===== src/rtl/program_loader_if.sv =====
// Stream-in / RAM-write bus of the boot program loader.
// The slave side is the loader itself; master is the upstream source plus RAM observer.
interface program_loader_if #(
  parameter int WORD_SIZE = 16,
  parameter int ADDR_SIZE = 8
);
  logic                 s_valid;
  logic [WORD_SIZE-1:0] s_data;
  logic                 s_last;
  logic                 s_ready;
  logic                 mem_we;
  logic [ADDR_SIZE-1:0] mem_addr;
  logic [WORD_SIZE-1:0] mem_wdata;

  modport slave (
    input  s_valid, s_data, s_last,
    output s_ready, mem_we, mem_addr, mem_wdata
  );

  modport master (
    output s_valid, s_data, s_last,
    input  s_ready, mem_we, mem_addr, mem_wdata
  );
endinterface


===== src/rtl/program_loader.sv =====
// Boot-time loader: zero-fills the MCPU RAM, streams a program in from address 0,
// and holds the CPU in reset until a complete program is resident.
module program_loader #(
  parameter int WORD_SIZE = 16,
  parameter int ADDR_SIZE = 8,
  parameter int RAM_SIZE  = 256
) (
  input  logic                 clk,
  input  logic                 reset,
  input  logic                 start,
  program_loader_if.slave      bus,
  output logic                 cpu_reset,
  output logic                 busy,
  output logic                 done,
  output logic                 error,
  output logic [ADDR_SIZE:0]   word_count,
  output logic [WORD_SIZE-1:0] checksum
);

  typedef enum logic [2:0] {
    IDLE, CLEAR, LOAD, DRAIN, RUN, ERROR
  } state_e;

  localparam logic [ADDR_SIZE-1:0] LAST_ADDR = ADDR_SIZE'(RAM_SIZE - 1);

  state_e               state_q, state_d;
  logic [ADDR_SIZE-1:0] addr_q, addr_d;
  logic [ADDR_SIZE:0]   word_count_q, word_count_d;
  logic [WORD_SIZE-1:0] checksum_q, checksum_d;
  logic                 mem_we_q, mem_we_d;
  logic [ADDR_SIZE-1:0] mem_addr_q, mem_addr_d;
  logic [WORD_SIZE-1:0] mem_wdata_q, mem_wdata_d;
  logic                 s_ready_q, s_ready_d;
  logic                 cpu_reset_q, cpu_reset_d;
  logic                 busy_q, busy_d;
  logic                 done_q, done_d;
  logic                 error_q, error_d;

  always_comb begin
    // NOTE: every signal gets a default before the case so no path leaves one unassigned (no latches).
    state_d      = state_q;
    addr_d       = addr_q;
    word_count_d = word_count_q;
    checksum_d   = checksum_q;
    mem_we_d     = 1'b0;
    mem_addr_d   = mem_addr_q;
    mem_wdata_d  = mem_wdata_q;

    unique case (state_q)
      IDLE, RUN, ERROR: begin
        if (start) begin
          state_d      = CLEAR;
          mem_we_d     = 1'b1;
          mem_addr_d   = '0;
          mem_wdata_d  = '0;
          addr_d       = '0;
          word_count_d = '0;
          checksum_d   = '0;
        end
      end
      CLEAR: begin
        // mem_addr_q is the address on the bus now; once the top word is out, loading begins.
        if (mem_addr_q == LAST_ADDR) begin
          state_d = LOAD;
          addr_d  = '0;
        end else begin
          mem_we_d    = 1'b1;
          mem_addr_d  = mem_addr_q + ADDR_SIZE'(1);
          mem_wdata_d = '0;
        end
      end
      LOAD: begin
        if (bus.s_valid) begin
          mem_we_d     = 1'b1;
          mem_addr_d   = addr_q;
          mem_wdata_d  = bus.s_data;
          addr_d       = addr_q + ADDR_SIZE'(1);
          word_count_d = word_count_q + (ADDR_SIZE+1)'(1);
          checksum_d   = checksum_q + bus.s_data;
          if (bus.s_last)                state_d = DRAIN;
          else if (addr_q == LAST_ADDR)  state_d = ERROR;
        end
      end
      DRAIN:   state_d = RUN;
      default: state_d = IDLE;
    endcase

    // Status outputs are registered off the next state so they track state_q exactly.
    s_ready_d   = (state_d == LOAD);
    cpu_reset_d = (state_d != RUN);
    busy_d      = (state_d == CLEAR) || (state_d == LOAD) || (state_d == DRAIN);
    done_d      = (state_d == RUN);
    error_d     = (state_d == ERROR);
  end

  // NOTE: sequential state uses non-blocking assignments so all flops update from pre-edge values.
  always_ff @(posedge clk or posedge reset) begin
    if (reset) begin
      state_q      <= IDLE;
      addr_q       <= '0;
      word_count_q <= '0;
      checksum_q   <= '0;
      mem_we_q     <= 1'b0;
      mem_addr_q   <= '0;
      mem_wdata_q  <= '0;
      s_ready_q    <= 1'b0;
      cpu_reset_q  <= 1'b1;
      busy_q       <= 1'b0;
      done_q       <= 1'b0;
      error_q      <= 1'b0;
    end else begin
      state_q      <= state_d;
      addr_q       <= addr_d;
      word_count_q <= word_count_d;
      checksum_q   <= checksum_d;
      mem_we_q     <= mem_we_d;
      mem_addr_q   <= mem_addr_d;
      mem_wdata_q  <= mem_wdata_d;
      s_ready_q    <= s_ready_d;
      cpu_reset_q  <= cpu_reset_d;
      busy_q       <= busy_d;
      done_q       <= done_d;
      error_q      <= error_d;
    end
  end

  assign bus.s_ready   = s_ready_q;
  assign bus.mem_we    = mem_we_q;
  assign bus.mem_addr  = mem_addr_q;
  assign bus.mem_wdata = mem_wdata_q;
  assign cpu_reset     = cpu_reset_q;
  assign busy          = busy_q;
  assign done          = done_q;
  assign error         = error_q;
  assign word_count    = word_count_q;
  assign checksum      = checksum_q;

endmodule

===== src/flat_wrapper.sv =====
// flat-port wrapper written by rule: the top's interface ports become plain ports
module program_loader_flat 
#(
  parameter int WORD_SIZE = 16,
  parameter int ADDR_SIZE = 8,
  parameter int RAM_SIZE  = 256
)
  (clk, reset, start, cpu_reset, busy, done, error, word_count, checksum, bus_s_valid, bus_s_data, bus_s_last, bus_s_ready, bus_mem_we, bus_mem_addr, bus_mem_wdata);
  program_loader_if #(.WORD_SIZE(WORD_SIZE), .ADDR_SIZE(ADDR_SIZE)) bus_i ();
  input  logic clk;
  input  logic reset;
  input  logic start;
  output logic cpu_reset;
  output logic busy;
  output logic done;
  output logic error;
  output logic [ADDR_SIZE:0] word_count;
  output logic [WORD_SIZE-1:0] checksum;
  input wire logic [$bits(bus_i.s_valid)-1:0] bus_s_valid;
  input wire logic [$bits(bus_i.s_data)-1:0] bus_s_data;
  input wire logic [$bits(bus_i.s_last)-1:0] bus_s_last;
  output wire logic [$bits(bus_i.s_ready)-1:0] bus_s_ready;
  output wire logic [$bits(bus_i.mem_we)-1:0] bus_mem_we;
  output wire logic [$bits(bus_i.mem_addr)-1:0] bus_mem_addr;
  output wire logic [$bits(bus_i.mem_wdata)-1:0] bus_mem_wdata;
  assign bus_i.s_valid = bus_s_valid;
  assign bus_i.s_data = bus_s_data;
  assign bus_i.s_last = bus_s_last;
  assign bus_s_ready = bus_i.s_ready;
  assign bus_mem_we = bus_i.mem_we;
  assign bus_mem_addr = bus_i.mem_addr;
  assign bus_mem_wdata = bus_i.mem_wdata;
  program_loader #(.WORD_SIZE(WORD_SIZE), .ADDR_SIZE(ADDR_SIZE), .RAM_SIZE(RAM_SIZE)) u_core (.clk(clk), .reset(reset), .start(start), .bus(bus_i), .cpu_reset(cpu_reset), .busy(busy), .done(done), .error(error), .word_count(word_count), .checksum(checksum));
endmodule

===== config.mk =====
export PLATFORM = sky130hd
export DESIGN_NAME = program_loader_flat
export DESIGN_NICKNAME = d
export VERILOG_FILES = /design/src/rtl/program_loader_if.sv /design/src/rtl/program_loader.sv /design/src/flat_wrapper.sv
export SDC_FILE = /design/constraint.sdc
export NUM_CORES = 1
export LEC_CHECK = 0
export ABC_AREA = 1
export CORE_AREA = 10 10 111 113
export CTS_CLUSTER_SIZE = 40
export DETAILED_ROUTE_END_ITERATION = 6
export DIE_AREA = 0 0 121 123
export PLACE_DENSITY = 0.7
export SLEW_MARGIN = 20
export SYNTH_ARGS = -nofsm -noshare
export SYNTH_HDL_FRONTEND = slang
export SYNTH_SLANG_ARGS = --single-unit

===== constraint.sdc =====
create_clock -name clk -period 2.6 [get_ports clk]
set_input_delay 0.26 -clock clk [delete_from_list [all_inputs] [get_ports clk]]
set_output_delay 0.26 -clock clk [all_outputs]
set_load 0.02 [all_outputs]

* Word level (Yosys, flattened, before mapping)
Cells that the tools add are included.
** Word-level totals
- Flip-flop bits (word level) :: 66
- Word-level logic and storage cells :: 68
- Input bits :: 21
- Output and inout bits :: 55
** Cells by class
- Mux-type cells :: 26
- Reduce and logical (&&, ||, !) cells :: 9
- Add/sub/neg operators :: 4
- Equal/unequal tests :: 17
** Operators by type and width (count)
- two-way mux 16 bit :: 4
- one-hot mux 16 bit (3 select lines) :: 1
- one-hot mux 8 bit (3 select lines) :: 2
- two-way mux 8 bit :: 5
- one-hot mux 16 bit (2 select lines) :: 1
- two-way mux 9 bit :: 2
- one-hot mux 9 bit (2 select lines) :: 1
- adder 16 bit :: 1
- adder 8 x 1 -> 8 bit (second input constant) :: 2
- == test 8 bit (second input constant) :: 2
- two-way mux 3 bit :: 5
- == test 3 x 2 -> 1 bit (second input constant) :: 4
- == test 3 bit (second input constant) :: 4
- one-hot mux 3 bit (4 select lines) :: 1
- adder 9 x 1 -> 9 bit (second input constant) :: 1
- AND reduction 4 bit :: 2
- == test 3 x 1 -> 1 bit (second input constant) :: 2
- inequality test 2 bit (second input constant) :: 3
- logical NOT 3 bit :: 1
- two-way mux 1 bit :: 3
- inequality test 3 bit (second input constant) :: 1
- one-hot mux 1 bit (3 select lines) :: 1
- AND reduction 3 bit :: 1
- nonzero test 3 bit :: 1
- 4 further kinds :: 5

* Longest topological paths before layout
- Depth after elaboration :: 8
- Mapped depth :: 11

* Worst setup path before layout
Ideal clock, no wire load.
- Path kind :: flip-flop to flip-flop
- Start :: reg u_core.checksum_q[0] (netlist: u_core.checksum[0])
- End :: reg u_core.checksum_q[8] (netlist: u_core.checksum[8])
- Path buffers :: 0
- Data arrival time :: 1.675 ns
- Setup slack :: 0.842 ns
- Cell stages (with the launch flop) :: 11
- Clock period less this slack :: 1.758 ns
- Cell sequence :: dfrtp_1 -> ha_1 -> fa_1 -> nand2_1 -> nand2_1 -> and2_1 -> nand2_1 -> nand3_1 -> nand2_1 -> nand2_1 -> o21ai_0
** Between the ends
- Word-level cells in the longest chain between the ends :: 3
** Ends and longest elaborated chain
- from (decl) :: line program_loader.sv:29 : logic [WORD_SIZE-1:0] checksum_q, checksum_d;
- from (signal assigned) :: line program_loader.sv:115 : checksum_q <= checksum_d;
- adder 16 bit :: line program_loader.sv:79 : checksum_d = checksum_q + bus.s_data;
- two-way mux 16 bit :: line program_loader.sv:73 : if (bus.s_valid) begin
- one-hot mux 16 bit (2 select lines) :: line program_loader.sv:49 : unique case (state_q)
Every way passes these cells. The select of a mux whose other input is x is not followed.
A chain may end at the register's enable or synchronous reset.

* Final worst setup path
- Start :: reg u_core.state_q[2]
- End :: reg u_core.mem_addr_q[3] (netlist: u_core.bus.mem_addr[3])
** Between the ends
- Word-level cells in the longest chain between the ends :: 4
- Elaborated cells on any way between the ends :: 12
** Ends and longest elaborated chain
- from (decl) :: line program_loader.sv:26 : state_e state_q, state_d;
- from (signal assigned) :: line program_loader.sv:112 : state_q <= state_d;
- == test 3 bit / logical NOT 3 bit (equally long branches) :: line program_loader.sv:49
- OR reduction 3 bit :: line program_loader.sv:49
- inequality test 2 bit (no source line) / nonzero test 3 bit (equally long branches)
- AND reduction 4 bit (no source line)
- to (signal assigned) :: line program_loader.sv:117 : mem_addr_q <= mem_addr_d;
- to (decl) :: line program_loader.sv:31 : logic [ADDR_SIZE-1:0] mem_addr_q, mem_addr_d;
Several ways; a longest one is shown, not always the timed one.

==> metrics.md <==
| Metric | Value |
|---|---|
| HPWL Detailed | 8.041 mm |
| Design area | 5079 um2 |
| Post-synthesis register bit count | 66 |
| Fill count | 981 |
| Initial Util | 0.3944 |
| Final Hold Viols | 0 |
| Core area | 10,140 um2 |
| Worst VDD drop | 0.2985 mV |
| PostCTS Resize Cnt | 0 |
| CTS sink count | 66 |
| Min Clock Period, post-route | 1.924 ns |
| CP Launch Type | flip-flop |
| Post-CTS Setup Bufs | 0 |
| R2R Path End | u_core.bus.mem_addr[3] |
| Placed cell area | 4893 um2 |
| Global-route wire length before repair | 17.92 mm |
| Count of final setup violators | 0 |
| Synth area leaders | dfrtp_1 (41%), nand2_1 (19%), inv_1 (6.9%) |
| # port buffers | 75 |
| Slack of the worst reg-to-reg path | 0.68 ns |
| Initial antenna violation count | 0 |
| Synth area leader | dfrtp_1 |
| Final #Nets | 677 |
| Final setup margin | 0.6760 ns |
| Total CTS buffers | 9 |
| Setup TNS Final | 0 ns |
| Post-route ant nets | 0 |
| Insertion delay to the later sink of the worst-skew pair | 0.34 ns |
| Run status | completed |
| Post-Syn Area per Cell | 7.192 um2 |
| Max-slew violations | 0 |
| Power Dens Cells | 495.3 nW/um2 |
| Vias in the first global route | 3,761 |
| Hold Crit Class | in2async |
| DP Worst Slack | 0.4158 ns |
| Multi-input logic area | 1972 um2 |
| Ys Warns | 0 |
| Ys async rst share | 1.000 |
| Seq/Total Area, Yosys | 0.4133 |
| Gpl congestion | 0.9136 |
| Layout cells sized above 1 | 0.06864 |
| I/O Pins | 76 |
| DRT iter0 DRCs | 226 |
| Clock Skew | 0.007762 ns |
| Top-count cell post-synth | nand2_1 |
| Remaining Overflow, GRT | 0 |
| Synth top area share | 0.4068 |
| Mapped Area | 3999 um2 |
| Dominant synthesized flop cell | dfrtp_1 |
| H-tree Lvls | 3 |
| Worst slew margin | 0.5125 |
| Pleak | 2.625 nW |
| Arrival time at the worst endpoint | 2.15 ns |
| CTS tree | done |
| Maximum clock insertion buffer count | 2 |
| Die area | 14,880 um2 |
| CP startpoint | u_core.state_q[2] |
| Pin count of the biggest net entering global routing | 38 |
| Antenna diodes | 0 |
| R2r worst-path depth | 9 |
| Syn Nets | 596 |
| Final wirelength | 10.57 mm |
| Reg clk slew, reported paths | 0.07 ns |
| Commonest cells in the netlist | nand2_1 (207), inv_1 (73), dfrtp_1 (65) |
| Area growth, synth to finish | 27.00% |
| Post-CTS Hold Buffers | 0 |
| Routed len/inst | 13.60 um |
| Placed cells | 762 |
| Final Non-Filler Cells | 777 |
| # DRC | 0 |
| Synth unique cells | 33 |
| CP max FO | 30 |
| Root buf cell | clkbuf_8 |
| DRT Pass-1 Iters | 4 |
| Max Cap Violations | 0 |
| Vias | 3,785 |
| Fin crit share | 0.7400 |
| RSZ-0062 raised after global routing | false |
| Via density per instance | 4.871 |
| Die W | 121 um |
| Register Area | 1653 um2 |
| Worst-margin pin slew | 0.7301 ns |
| CP Capture Type | flip-flop |
| All-Layer GR Usage | 0.1458 |
| Kind of critical path | reg2reg |
| Fmax | 519.7 MHz |
| Reg-to-reg startpoint | u_core.state_q[2] |
| FP Rows | 37 |
| Chip Height | 123 um |
| Worst EP required | 2.83 ns |
| Cells after Synth | 556 |
| EDFF count, synth | 0 |
worst max path at each step:
| stage | to | slack, ns |
|---|---|---|
| 6_report | u_core.bus.mem_addr[3] | 0.68 |
| 5_1_grt | u_core.checksum[8] | 0.43 |
| 4_1_cts | u_core.bus.mem_addr[3] | 0.65 |
| 3_5_place_dp | u_core.checksum[8] | 0.42 |
| 3_3_place_gp | u_core.checksum[8] | 0.52 |
| 2_1_floorplan | u_core.addr_q[0] | 0.69 |
worst max-delay path: stages, from the launching register on:
cell and delay (ns):
dfrtp_1 0.37, inv_1 0.14, nand3_2 0.31, inv_2 0.15, nand2_2 0.15, nand3_4 0.14, buf_4 0.33, nand2_1 0.09
nand2_1 0.06, o21ai_1 0.06
per-stage QoR:
step           hold WS, ns    util  total power, mW
2_1_floorplan       0.3977       -            1.471
3_3_place_gp        0.4648  0.4827            1.679
3_5_place_dp        0.4714  0.4827            1.684
4_1_cts             0.3911  0.5009            2.541
5_1_grt             0.4474  0.5009            2.653
6_report            0.3492  0.5009            2.516
cell families after synthesis:
kind of cell / after synthesis / share of synthesized area
adders and majority gates: 19 / 0.06133
xor gates and xnor gates: 9 / 0.01971
AOI/OAI and AO/OA: 55 / 0.07416
buffers and inverters: 91 / 0.09355
DFF: 66 / 0.4133
and+or+nand+nor: 316 / 0.3379
state kept, by name, summed over array words and instances (netlist names):
register,cells
u_core.bus.s_ready,1
u_core.state_q,3
u_core.checksum,16
u_core.error,1
u_core.busy,1
u_core.cpu_reset,1
u_core.bus.mem_addr,8
u_core.addr_q,8
u_core.bus.mem_we,1
u_core.done,1
u_core.word_count,9
u_core.bus.mem_wdata,16
final cells by class:
| cell class | count | area share |
|---|---|---|
| Clock inverter | 3 | 0.007884 |
| Sequential cell | 66 | 0.3255 |
| Clock buffer | 12 | 0.02858 |
| Tap cell | 136 | 0.03351 |
| Inverter | 80 | 0.05962 |
| Multi-Input combinational cell | 399 | 0.3883 |
| Timing Repair Buffer | 81 | 0.1567 |
power by group:
part	total [mW]	leakage (nW)	internal, mW	switching, mW
sequential	1.15	0.894	1.08	0.0639
clock	0.857	0.0962	0.462	0.395
combinational	0.511	1.64	0.219	0.293
total	2.52	2.62	1.76	0.752
cells in the final DEF, fill, tap and decap left out, types with 2 or more instances in the layout:
master | synthesis | routed
a21oi_1 | 15 | 15
inv_1 | 73 | 72
nand2_2 | 3 | 3
clkbuf_8 | 0 | 10
a22o_1 | 2 | 2
xor2_1 | 7 | 7
nand2_1 | 207 | 207
o21ai_1 | 6 | 6
inv_2 | 6 | 7
nand3_1 | 44 | 44
dfrtp_1 | 65 | 65
o22ai_1 | 3 | 3
or2_2 | 7 | 7
clkbuf_1 | 1 | 2
clkdlybuf4s50_1 | 0 | 75
nand4_1 | 10 | 10
ha_1 | 18 | 18
nor2_1 | 25 | 25
nand3b_1 | 2 | 2
xnor2_1 | 2 | 2
nand3_2 | 3 | 3
clkinv_2 | 0 | 2
buf_4 | 2 | 6
o21ai_0 | 26 | 26
nor3_1 | 12 | 12
per-layer routing:
layer  routed length [um]  track usage
met1                 4635       0.1736
met2                 5179       0.2520
met3                  628      0.03282
met4                  125      0.05430
met5                    0            0
Note: power is estimated with default switching activity, not from simulation.
==> RTL edit, RTL diff (same settings) <==
The 6 states of `state_e` get a one-hot encoding in 6 bits.
--- a/src/rtl/program_loader.sv
+++ b/src/rtl/program_loader.sv
@@ -18,6 +18,6 @@
 );
 
-  typedef enum logic [2:0] {
-    IDLE, CLEAR, LOAD, DRAIN, RUN, ERROR
+  typedef enum logic [5:0] {
+    IDLE = 6'b000001, CLEAR = 6'b000010, LOAD = 6'b000100, DRAIN = 6'b001000, RUN = 6'b010000, ERROR = 6'b100000
   } state_e;
 
Behaviour: no difference found for any inputs over 10 cycles, from zero or initial values and one cycle with reset high; not proved beyond that.
==> RTL edit against the original RTL <==
- total power up 11%
- die area unchanged
- global-route usage grew 1.4 points
- synthesized area increased by 9.9%
- sequential share of layout area shrank 1.0 points
- core utilization rose by 4.0 points
- cell count is 9.7% higher
- worst setup slack lost 0.13 ns
- combinational power increased by 53%
- routed wire length rose by 10%
- sequential cell count grew 3
- critical path depth unchanged
- final area rose by 8.0%
- first-iteration DRC count up 1.3%
- critical path type unchanged
- critical endpoint is now u_core.bus.mem_wdata[15]
- highest routed layer unchanged
==> RTL edit: results <==
[pwr]
cellLeakagePower_nw = 2.94
ir_worst_vdd_mv = 0.241

[yosys]
ys_seq_area_share_pct = 39.3
synthAdderAreaFrac_pct = 5.58
yosys-top-cells-count = "nand2_1, inv_1, dfrtp_1, nand3_1, nor2_1"
synth.net_count = 675
yosys.cell_types.count = 32
synth-xor-area-share_pct = 2.59
netlist_top_cells_area = "dfrtp_1, nand2_1, inv_1"
synth_compound_area_share_pct = 5.38

[setup_path]
slowest_delay_ns = 0.49
worstPathArrival_ns = 2.34
r2r-start = "u_core.state_q[5]"
r2r-end = "u_core.bus.mem_wdata[15]"
cp_max_fo = 25
crit_family = "simple AND/OR/NAND/NOR gates"
rrSetupSlack_ns = 0.54
cpMaxStageDelayCell = "a21oi_4"

[clock_tree]
cts_buffers = 9
cts.clk_slew.worst_paths_ns = 0.07
cts_setup_buffers = 0

[detailed_routing]
routedWlPerCell_um = 13.7
viasPerCell = 4.87
first_pass_iters = 4
dr.first_iter.drc_count = 229

[cells_and_area]
fill_cells = 989
finalNetCount = 751
layout-drive-gt1-share_pct = 5.73

[timing]
skew_ns = 0.0109
worstMarginPinSlew_ns = 0.550

[placement]
hpwl_um = 8780
gp_congestion = 0.905

[global_routing]
grt_pass1_vias = 4160
grt_use_total_pct = 16.0
grt_pass1_wl_um = 19700
grt_max_degree = 56

[outcome]
status = "completed"
## RTL edit: changes by cell type after synthesis, moves of 11 or more
cell	change
nand3_1	+19
nand2_1	+28
nor2_1	+30
inv_1	+15
o21ai_0	-11
## RTL edit: logic make-up (layout without fill, tap and decap cells)
group / count (synthesis) / in the layout
adder cells (fa/ha/maj): 19 / 19
AO/OA/AOI/OAI: 42 / 42
AND/OR/NAND/NOR: 386 / 386
buffers and inverters: 106 / 187
XOR/XNOR: 13 / 13
flip-flops: 69 / 69
## RTL edit: stage by stage
step	instance area [um2]	hold slack, ns	util (%)	std cells	setup slack, ns
after floorplan	4400	0.394	-	635	0.603
after global placement	5290	0.460	52.2	836	0.534
after detailed placement	5290	0.463	52.2	836	0.501
after CTS	5480	0.222	54.1	852	0.500
after global routing	5480	0.236	54.1	852	0.295
final	5480	0.211	54.1	852	0.542
## RTL edit: worst max-delay path by stage
| stage | from | endpoint | slack [ns] | cells after the start |
|---|---|---|---|---|
| after CTS | u_core.state_q[5] | u_core.bus.mem_wdata[15] | 0.50 | 9 |
| after detailed placement | bus_s_data[0] | u_core.checksum[12] | 0.50 | 9 |
| after global routing | u_core.state_q[5] | u_core.bus.mem_wdata[6] | 0.29 | 9 |
| after global placement | bus_s_data[0] | u_core.checksum[12] | 0.53 | 9 |
| final | u_core.state_q[5] | u_core.bus.mem_wdata[15] | 0.54 | 9 |
| after floorplan | reset | u_core.addr_q[0] | 0.60 | 1 |
## RTL edit: report_power, final
group	internal, W	total (W)	switching (W)
Combinational	0.000241	0.000781	0.000540
Sequential	0.00112	0.00115	0.0000311
Clock	0.000467	0.000867	0.000399
## RTL edit: routing by layer
| layer | share of wire, % | vias up | wire, um | track usage [%] |
|---|---|---|---|---|
| met5 | 0 | - | 0 | 0 |
| li1 | - | 2131 | - | - |
| met3 | 5.3 | 13 | 614 | 3.83 |
| met1 | 45 | 1917 | 5190 | 18.6 |
| met2 | 49 | 90 | 5710 | 27.9 |
| met4 | 1.2 | 0 | 139 | 6.11 |
## RTL edit: area by class of cell
class                      instances  area, um2  share of cell area, %
clock inverter                     4       47.5                  0.867
timing repair buffer              80        813                   14.8
clock buffer                      12        145                   2.65
tap                              136        170                   3.10
multi-input combinational        460       2240                   40.8
sequential                        69       1730                   31.5
inverter                          91        342                   6.23
## RTL edit: worst reg2reg max path: stages (launching register included)
cell	delay (ns)
dfrtp_1	0.44
nor2_4	0.17
nand2_2	0.07
nand2_2	0.08
nor2_4	0.06
nand2_4	0.25
nand2_2	0.23
a21oi_4	0.49
nand2_1	0.12
nand2_1	0.08
